===== src/rtl/link_pkg.sv =====
// link_pkg: shared state encoding, default sizing and parity helper for the serial link transmitter
//   DEF_* constants are the drop-in defaults matching the legacy 16-bit link.
//   even_parity(): XOR-reduce of a zero-extended payload (even parity).
package link_pkg;

   typedef enum logic [1:0] {ST_INIT, ST_IDLE, ST_SHIFT} state_e;

   localparam int DEF_DATA_W      = 16;
   localparam int DEF_FIFO_DEPTH  = 4;
   localparam int DEF_INIT_CYCLES = 16;
   localparam int MAX_DATA_W      = 32;

   function automatic logic even_parity(input logic [MAX_DATA_W-1:0] d);
      return ^d;
   endfunction

endpackage


===== src/rtl/link_sync_fifo.sv =====
// link_sync_fifo: DATA_W x DEPTH synchronous word FIFO, head word visible on rdata_o
//   LINK_CLK/RESETN : clock, asynchronous active-low reset (discards contents)
//   push_i/wdata_i  : write a word (ignored while full)
//   pop_i/rdata_o   : drop the head word (ignored while empty); rdata_o is the head
//   full_o/empty_o/level_o : occupancy flags and word count
module link_sync_fifo
   import link_pkg::*;
#(
   parameter  int DATA_W = DEF_DATA_W,
   parameter  int DEPTH  = DEF_FIFO_DEPTH,
   localparam int AW     = $clog2(DEPTH),
   localparam int LW     = $clog2(DEPTH + 1)
) (
   input  logic              LINK_CLK,
   input  logic              RESETN,
   input  logic              push_i,
   input  logic [DATA_W-1:0] wdata_i,
   input  logic              pop_i,
   output logic [DATA_W-1:0] rdata_o,
   output logic              full_o,
   output logic              empty_o,
   output logic [LW-1:0]     level_o
);

   logic [DATA_W-1:0] mem_q [DEPTH];
   logic [AW-1:0]     wr_q, rd_q;
   logic [LW-1:0]     level_q;
   logic              push_en, pop_en;

   assign full_o  = level_q == LW'(DEPTH);
   assign empty_o = level_q == '0;
   assign level_o = level_q;
   assign rdata_o = mem_q[rd_q];
   assign push_en = push_i & ~full_o;
   assign pop_en  = pop_i & ~empty_o;

   // DEPTH is a power of two, so the pointers wrap on their own
   always_ff @(posedge LINK_CLK or negedge RESETN) begin
      if (!RESETN) begin
         wr_q    <= '0;
         rd_q    <= '0;
         level_q <= '0;
      end else begin
         if (push_en) wr_q <= wr_q + AW'(1);
         if (pop_en) rd_q <= rd_q + AW'(1);
         level_q <= level_q + LW'(push_en) - LW'(pop_en);
      end
   end

   always_ff @(posedge LINK_CLK) begin
      if (push_en) mem_q[wr_q] <= wdata_i;
   end

endmodule


===== src/rtl/link_serializer.sv =====
// link_serializer: buffered serial link transmitter, gapless frames with optional even parity
//   LINK_CLK/RESETN       : clock, asynchronous active-low reset
//   DATA_VALID/TR_DATA    : producer word; accepted when TR_READY is also high
//   TR_READY              : not in post-reset quiet period and FIFO not full
//   S_OUT/SYNC/BUSY       : registered serial bit, last-bit pulse, frame-in-progress
//   FIFO_LEVEL            : words buffered
module link_serializer
   import link_pkg::*;
#(
   parameter  int DATA_W      = DEF_DATA_W,
   parameter  int FIFO_DEPTH  = DEF_FIFO_DEPTH,
   parameter  int INIT_CYCLES = DEF_INIT_CYCLES,
   parameter  int PARITY_EN   = 1,
   parameter  int MSB_FIRST   = 1,
   localparam int FL          = DATA_W + PARITY_EN,
   localparam int CW          = $clog2(FL),
   localparam int IW          = $clog2(INIT_CYCLES + 1),
   localparam int LW          = $clog2(FIFO_DEPTH + 1)
) (
   input  logic              LINK_CLK,
   input  logic              RESETN,
   input  logic              DATA_VALID,
   input  logic [DATA_W-1:0] TR_DATA,
   output logic              TR_READY,
   output logic              S_OUT,
   output logic              SYNC,
   output logic              BUSY,
   output logic [LW-1:0]     FIFO_LEVEL
);

   state_e            state_q, state_d;
   logic [IW-1:0]     init_q, init_d;
   logic [CW-1:0]     bit_q, bit_d;
   logic [FL-1:0]     shreg_q, shreg_d, frame;
   logic              s_out_q, s_out_d, sync_q, sync_d, busy_q, busy_d;
   logic [DATA_W-1:0] head;
   logic              full, empty, pop, last;

   assign TR_READY   = (state_q != ST_INIT) & ~full;
   assign S_OUT      = s_out_q;
   assign SYNC       = sync_q;
   assign BUSY       = busy_q;
   assign last       = bit_q == CW'(FL - 1);

   link_sync_fifo #(.DATA_W(DATA_W), .DEPTH(FIFO_DEPTH)) u_fifo (
      .LINK_CLK (LINK_CLK),
      .RESETN   (RESETN),
      .push_i   (DATA_VALID & TR_READY),
      .wdata_i  (TR_DATA),
      .pop_i    (pop),
      .rdata_o  (head),
      .full_o   (full),
      .empty_o  (empty),
      .level_o  (FIFO_LEVEL)
   );

   // frame[k] is the k-th bit on the wire, so the shifter always emits bit 0
   always_comb begin
      frame = '0;
      for (int k = 0; k < DATA_W; k++) frame[k] = (MSB_FIRST != 0) ? head[DATA_W-1-k] : head[k];
      if (PARITY_EN != 0) frame[FL-1] = even_parity(MAX_DATA_W'(head));
   end

   always_ff @(posedge LINK_CLK or negedge RESETN) begin
      if (!RESETN) begin
         state_q <= ST_INIT;
         init_q  <= '0;
         bit_q   <= '0;
         shreg_q <= '0;
         s_out_q <= 1'b0;
         sync_q  <= 1'b0;
         busy_q  <= 1'b0;
      end else begin
         state_q <= state_d;
         init_q  <= init_d;
         bit_q   <= bit_d;
         shreg_q <= shreg_d;
         s_out_q <= s_out_d;
         sync_q  <= sync_d;
         busy_q  <= busy_d;
      end
   end

   always_comb begin
      state_d = state_q;
      init_d  = init_q;
      bit_d   = bit_q;
      shreg_d = shreg_q;
      s_out_d = 1'b0;
      sync_d  = 1'b0;
      busy_d  = 1'b0;
      pop     = 1'b0;
      case (state_q)
         ST_INIT: begin
            init_d  = init_q + IW'(1);
            state_d = (init_q == IW'(INIT_CYCLES - 1)) ? ST_IDLE : ST_INIT;
         end
         ST_IDLE: begin
            if (!empty) begin
               pop     = 1'b1;
               shreg_d = frame;
               bit_d   = '0;
               state_d = ST_SHIFT;
            end
         end
         ST_SHIFT: begin
            s_out_d = shreg_q[0];
            busy_d  = 1'b1;
            shreg_d = shreg_q >> 1;
            bit_d   = bit_q + CW'(1);
            // on the last bit, reload straight from the FIFO head to stay gapless
            if (last) begin
               sync_d  = 1'b1;
               bit_d   = '0;
               pop     = ~empty;
               shreg_d = empty ? shreg_q >> 1 : frame;
               state_d = empty ? ST_IDLE : ST_SHIFT;
            end
         end
         default: state_d = ST_INIT;
      endcase
   end

endmodule


===== config.mk =====
export PLATFORM = sky130hd
export DESIGN_NAME = link_serializer
export DESIGN_NICKNAME = d
export VERILOG_FILES = /design/src/rtl/link_pkg.sv /design/src/rtl/link_sync_fifo.sv /design/src/rtl/link_serializer.sv
export SDC_FILE = /design/constraint.sdc
export NUM_CORES = 1
export LEC_CHECK = 0
export BUFFER_PORTS_ARGS = -buffer_cell sky130_fd_sc_hd__buf_4
export CAP_MARGIN = 20
export CORE_ASPECT_RATIO = 0.7
export CORE_MARGIN = 4
export CORE_UTILIZATION = 42
export CTS_CLUSTER_DIAMETER = 80
export DETAILED_ROUTE_END_ITERATION = 8
export SKIP_CTS_REPAIR_TIMING = 1
export SLEW_MARGIN = 20
export SYNTH_ARGS = -nofsm -noshare
export SYNTH_HDL_FRONTEND = slang
export SYNTH_SLANG_ARGS = --single-unit

===== constraint.sdc =====
create_clock -name LINK_CLK -period 5.1 [get_ports LINK_CLK]
set_clock_uncertainty 0.15 [all_clocks]
set_input_delay 0.51 -clock LINK_CLK [delete_from_list [all_inputs] [get_ports LINK_CLK]]
set_output_delay 0.51 -clock LINK_CLK [all_outputs]
set_load 0.01 [all_outputs]

==> results.rst <==
.. list-table::
   :header-rows: 1

   * - Metric
     - Value
   * - Outcome
     - finished, violations left
   * - Violated checks
     - hold timing
   * - Min Hold Slack
     - -0.0264 ns
   * - Height of the die
     - roughly 94 um
   * - Worst endpoint data arrival time
     - between 3 and 4 ns
   * - Summed instance area of the synthesized netlist
     - around 4400 um2
   * - Max_slew headroom
     - 0.399
   * - Post-synthesis async set-or-reset flop share
     - 0.379
   * - Clock sinks
     - roughly 100
   * - Total length of routed wires
     - about 7500 um
   * - # setup viols final
     - 0
   * - Final instance count without filler cells
     - 446
   * - Overall Global Routing Usage
     - 0.138
   * - Syn_nets
     - 314
   * - Category of the critical setup timing path
     - flop to flop
   * - Area share of the leading cell type in the synthesized netlist
     - 0.433
   * - Most utilized layer in the global route result
     - met2
   * - Global-route track usage on met2
     - 0.201
   * - Setup repair after global routing missed its margin
     - false
   * - Initial antenna violation count
     - 0
   * - Cell accounting for the most synthesized area
     - edfxtp_1
   * - Total area of sequential cells
     - between 2000 and 3000 um2
   * - Final-layout fill cell count
     - 884
   * - Share of synthesized area occupied by flip-flops and latches
     - 0.653
   * - Starting density of the core
     - 0.430
   * - Power density over cell area
     - between 500 and 600 nW/um2
   * - Row count
     - 31
   * - Met3 layer usage reported by global route
     - 0.0415
   * - Commonest non-fill, non-tap cells in the layout
     - edfxtp_1 (64), dfrtp_1 (38), nand2_1 (28)
   * - Placed Cells
     - between 400 and 500
   * - Predominant post-synthesis flop cell
     - edfxtp_1
   * - Final Core Density
     - 0.490
   * - Leakage Power
     - a little over 0.002 uW
   * - Number of register bits inferred by synthesis
     - around 100
   * - Kind of path behind the tightest hold check
     - input port to asynchronous set/reset pin
   * - Buffer depth of the longest clock path
     - 2
   * - Number of top-level design ports
     - 26
   * - # nets final
     - approximately 340
   * - Number of max-cap violations
     - 0
   * - Buffers on Ports
     - 25
   * - Routed length per placed instance
     - 16.8 um
   * - Final worst path period need
     - ~3.1 ns
   * - Maximum clock frequency
     - about 320 MHz
   * - Pin count of the biggest net entering global routing
     - 40
   * - Number of buffers created by CTS
     - 9
   * - Actual transition at the worst max-transition pin
     - about 0.9 ns
   * - Worst-path maximum fanout
     - 3
   * - Share of the cycle needed by the critical path after routing
     - 0.607
   * - CTS tree
     - done
   * - Area occupied by multi-input gates
     - around 1400 um2
   * - Routability congestion estimate from global placement
     - 0.784
   * - Vias in the first global route
     - ~2300
   * - Remaining design rule violation count
     - 0
   * - Average instance area after synthesis
     - 15.9 um2
   * - HPWL Detailed
     - a little under 5000 um
   * - Per-cell via count in the routed design
     - around 5
   * - Total via count in the routed design
     - 2218
   * - Die extent in x
     - between 100 and 150 um
   * - Biggest area contributors in the synthesized netlist
     - edfxtp_1 (43%), dfrtp_1 (22%), mux4_1 (4.7%)
   * - CP Launch Type
     - flop
   * - Die Footprint
     - ~12000 um2
   * - Sum of negative setup slack
     - 0 ns
   * - Count of cell types in the netlist
     - 36
   * - Global Route met1 Usage
     - 0.196
   * - Leading cell type in the layout, fill and taps excluded
     - edfxtp_1
   * - DRT antenna net count
     - 0
   * - Clock latency on the worst-skew pair
     - 0.35 ns
   * - Total inserted antenna cells
     - 0
   * - First-pass iteration count of the detailed router
     - 4
   * - Worst ir drop on vdd
     - 0.000245 V
   * - Number of H-tree levels
     - 3
   * - Global-route wire length before repair
     - approximately 12000 um
   * - Crit. End Element
     - flop
   * - Number of hold violations in the final report
     - 39
   * - CORE AREA
     - just over 10000 um2
   * - Clock-pin slew on the worst setup and hold paths
     - 0.07 ns
   * - Number of warnings reported in the yosys synthesis log
     - 0
   * - Leftover overflow at the end of global routing
     - 0
   * - Post-synth EDFFs
     - 64
   * - Layout cells sized above 1
     - 0.185
   * - Clock root buffer
     - clkbuf_16
   * - P&R area growth vs syn
     - 13.9%
   * - Fin. max-slew vios
     - 0
   * - Req. time, crit path
     - around 5.2 ns
   * - Post-Synthesis Cells
     - between 200 and 300
   * - Initial DRC Count
     - between 150 and 200
-- layout make-up --
| class | instances | area share |
|---|---|---|
| Clock inverter | 6 | 0.0151 |
| Tap cell | 132 | 0.0327 |
| Inverter | 11 | 0.00817 |
| Multi-Input combinational cell | 157 | 0.284 |
| Timing Repair Buffer | 27 | 0.0416 |
| Sequential cell | 103 | 0.573 |
| Clock buffer | 10 | 0.0453 |
-- final timing paths --
check / startpoint / endpoint / slack, ns / depth (start not counted)
max: bit_q[1] / u_fifo.level_o[2] / 2.00 / 13
min: RESETN / init_q[3] / -0.03 / 1
max reg2reg: bit_q[1] / u_fifo.level_o[2] / 2.00 / 13
min reg2reg: init_q[3] / init_q[3] / 0.32 / 1
max in group asynchronous: RESETN / u_fifo.rd_q[0] / 4.45 / 1
min in group LINK_CLK: TR_DATA[7] / u_fifo.mem_q[0][7] / 0.21 / 1
-- cell usage after synthesis (2+ instances only) --
cell       n
inv_1     11
mux4_1     8
o31ai_1    3
nor3b_1    2
xnor2_2    5
and2_1     5
ha_1      14
xor2_1     4
and3_1     5
dfrtp_1   39
nor2_1     3
o21ai_0   24
edfxtp_1  64
clkbuf_1   4
nand3_1    4
mux4_2     8
nand2_1   28
buf_2      2
mux2i_1   17
xnor2_1   14
-- critical path: stages, from the launching register on --
cell	delay (ns)
dfrtp_1	0.40
inv_1	0.09
ha_1	0.13
nor4bb_1	0.39
and2_1	0.22
nor2_1	0.05
nor3b_1	0.39
ha_1	0.32
inv_1	0.06
ha_1	0.12
inv_1	0.04
fa_1	0.37
xnor2_1	0.14
xnor2_1	0.12
-- logic make-up (layout without fill, tap and decap cells) --
| logic type | count (synthesis) | after routing | synth area share |
|---|---|---|---|
| AOI/OAI and AO/OA | 32 | 32 | 0.0395 |
| xor gates and xnor gates | 23 | 23 | 0.0538 |
| muxes | 34 | 34 | 0.129 |
| adders and majority gates | 15 | 15 | 0.0440 |
| buffers and inverters | 20 | 54 | 0.0237 |
| DFF | 103 | 103 | 0.653 |
| and+or+nand+nor | 53 | 53 | 0.0572 |
-- metrics by stage --
| step | hold WS [ns] | instance area, um2 | setup slack (ns) | total power, uW |
|---|---|---|---|---|
| 6_report | -0.0264 | 5060 | 2.00 | 2820 |
| 2_1_floorplan | 0.0644 | 4440 | 2.23 | 1940 |
| 3_5_place_dp | 0.307 | 4730 | 2.02 | 2140 |
| 5_1_grt | 0.0223 | 5060 | 1.70 | 3020 |
| 3_3_place_gp | 0.306 | 4730 | 2.09 | 2120 |
| 4_1_cts | 0.00692 | 5040 | 1.99 | 2850 |
-- per-layer routing --
| layer | vias to the layer above | routed length, um |
|---|---|---|
| li1 | 1086 | - |
| met1 | 1091 | 3580 |
| met2 | 31 | 3520 |
| met3 | 10 | 274 |
| met4 | 0 | 109 |
| met5 | - | 0 |
-- power by group --
group | internal, uW | switching [uW] | total, uW | leakage, uW
logic | 478 | 443 | 921 | 0.000830
clock network | 389 | 313 | 703 | 0.000143
registers | 1050 | 145 | 1200 | 0.00107
total | 1920 | 901 | 2820 | 0.00204
-- registers in the layout, summed over array words and instances (netlist names) --
name,count
S_OUT,1
u_fifo.wr_q,2
u_fifo.level_o,3
u_fifo.mem_q,64
shreg_q,17
init_q,5
SYNC,1
state_q,2
BUSY,1
bit_q,5
u_fifo.rd_q,2
(Power assumes the default switching activity.)
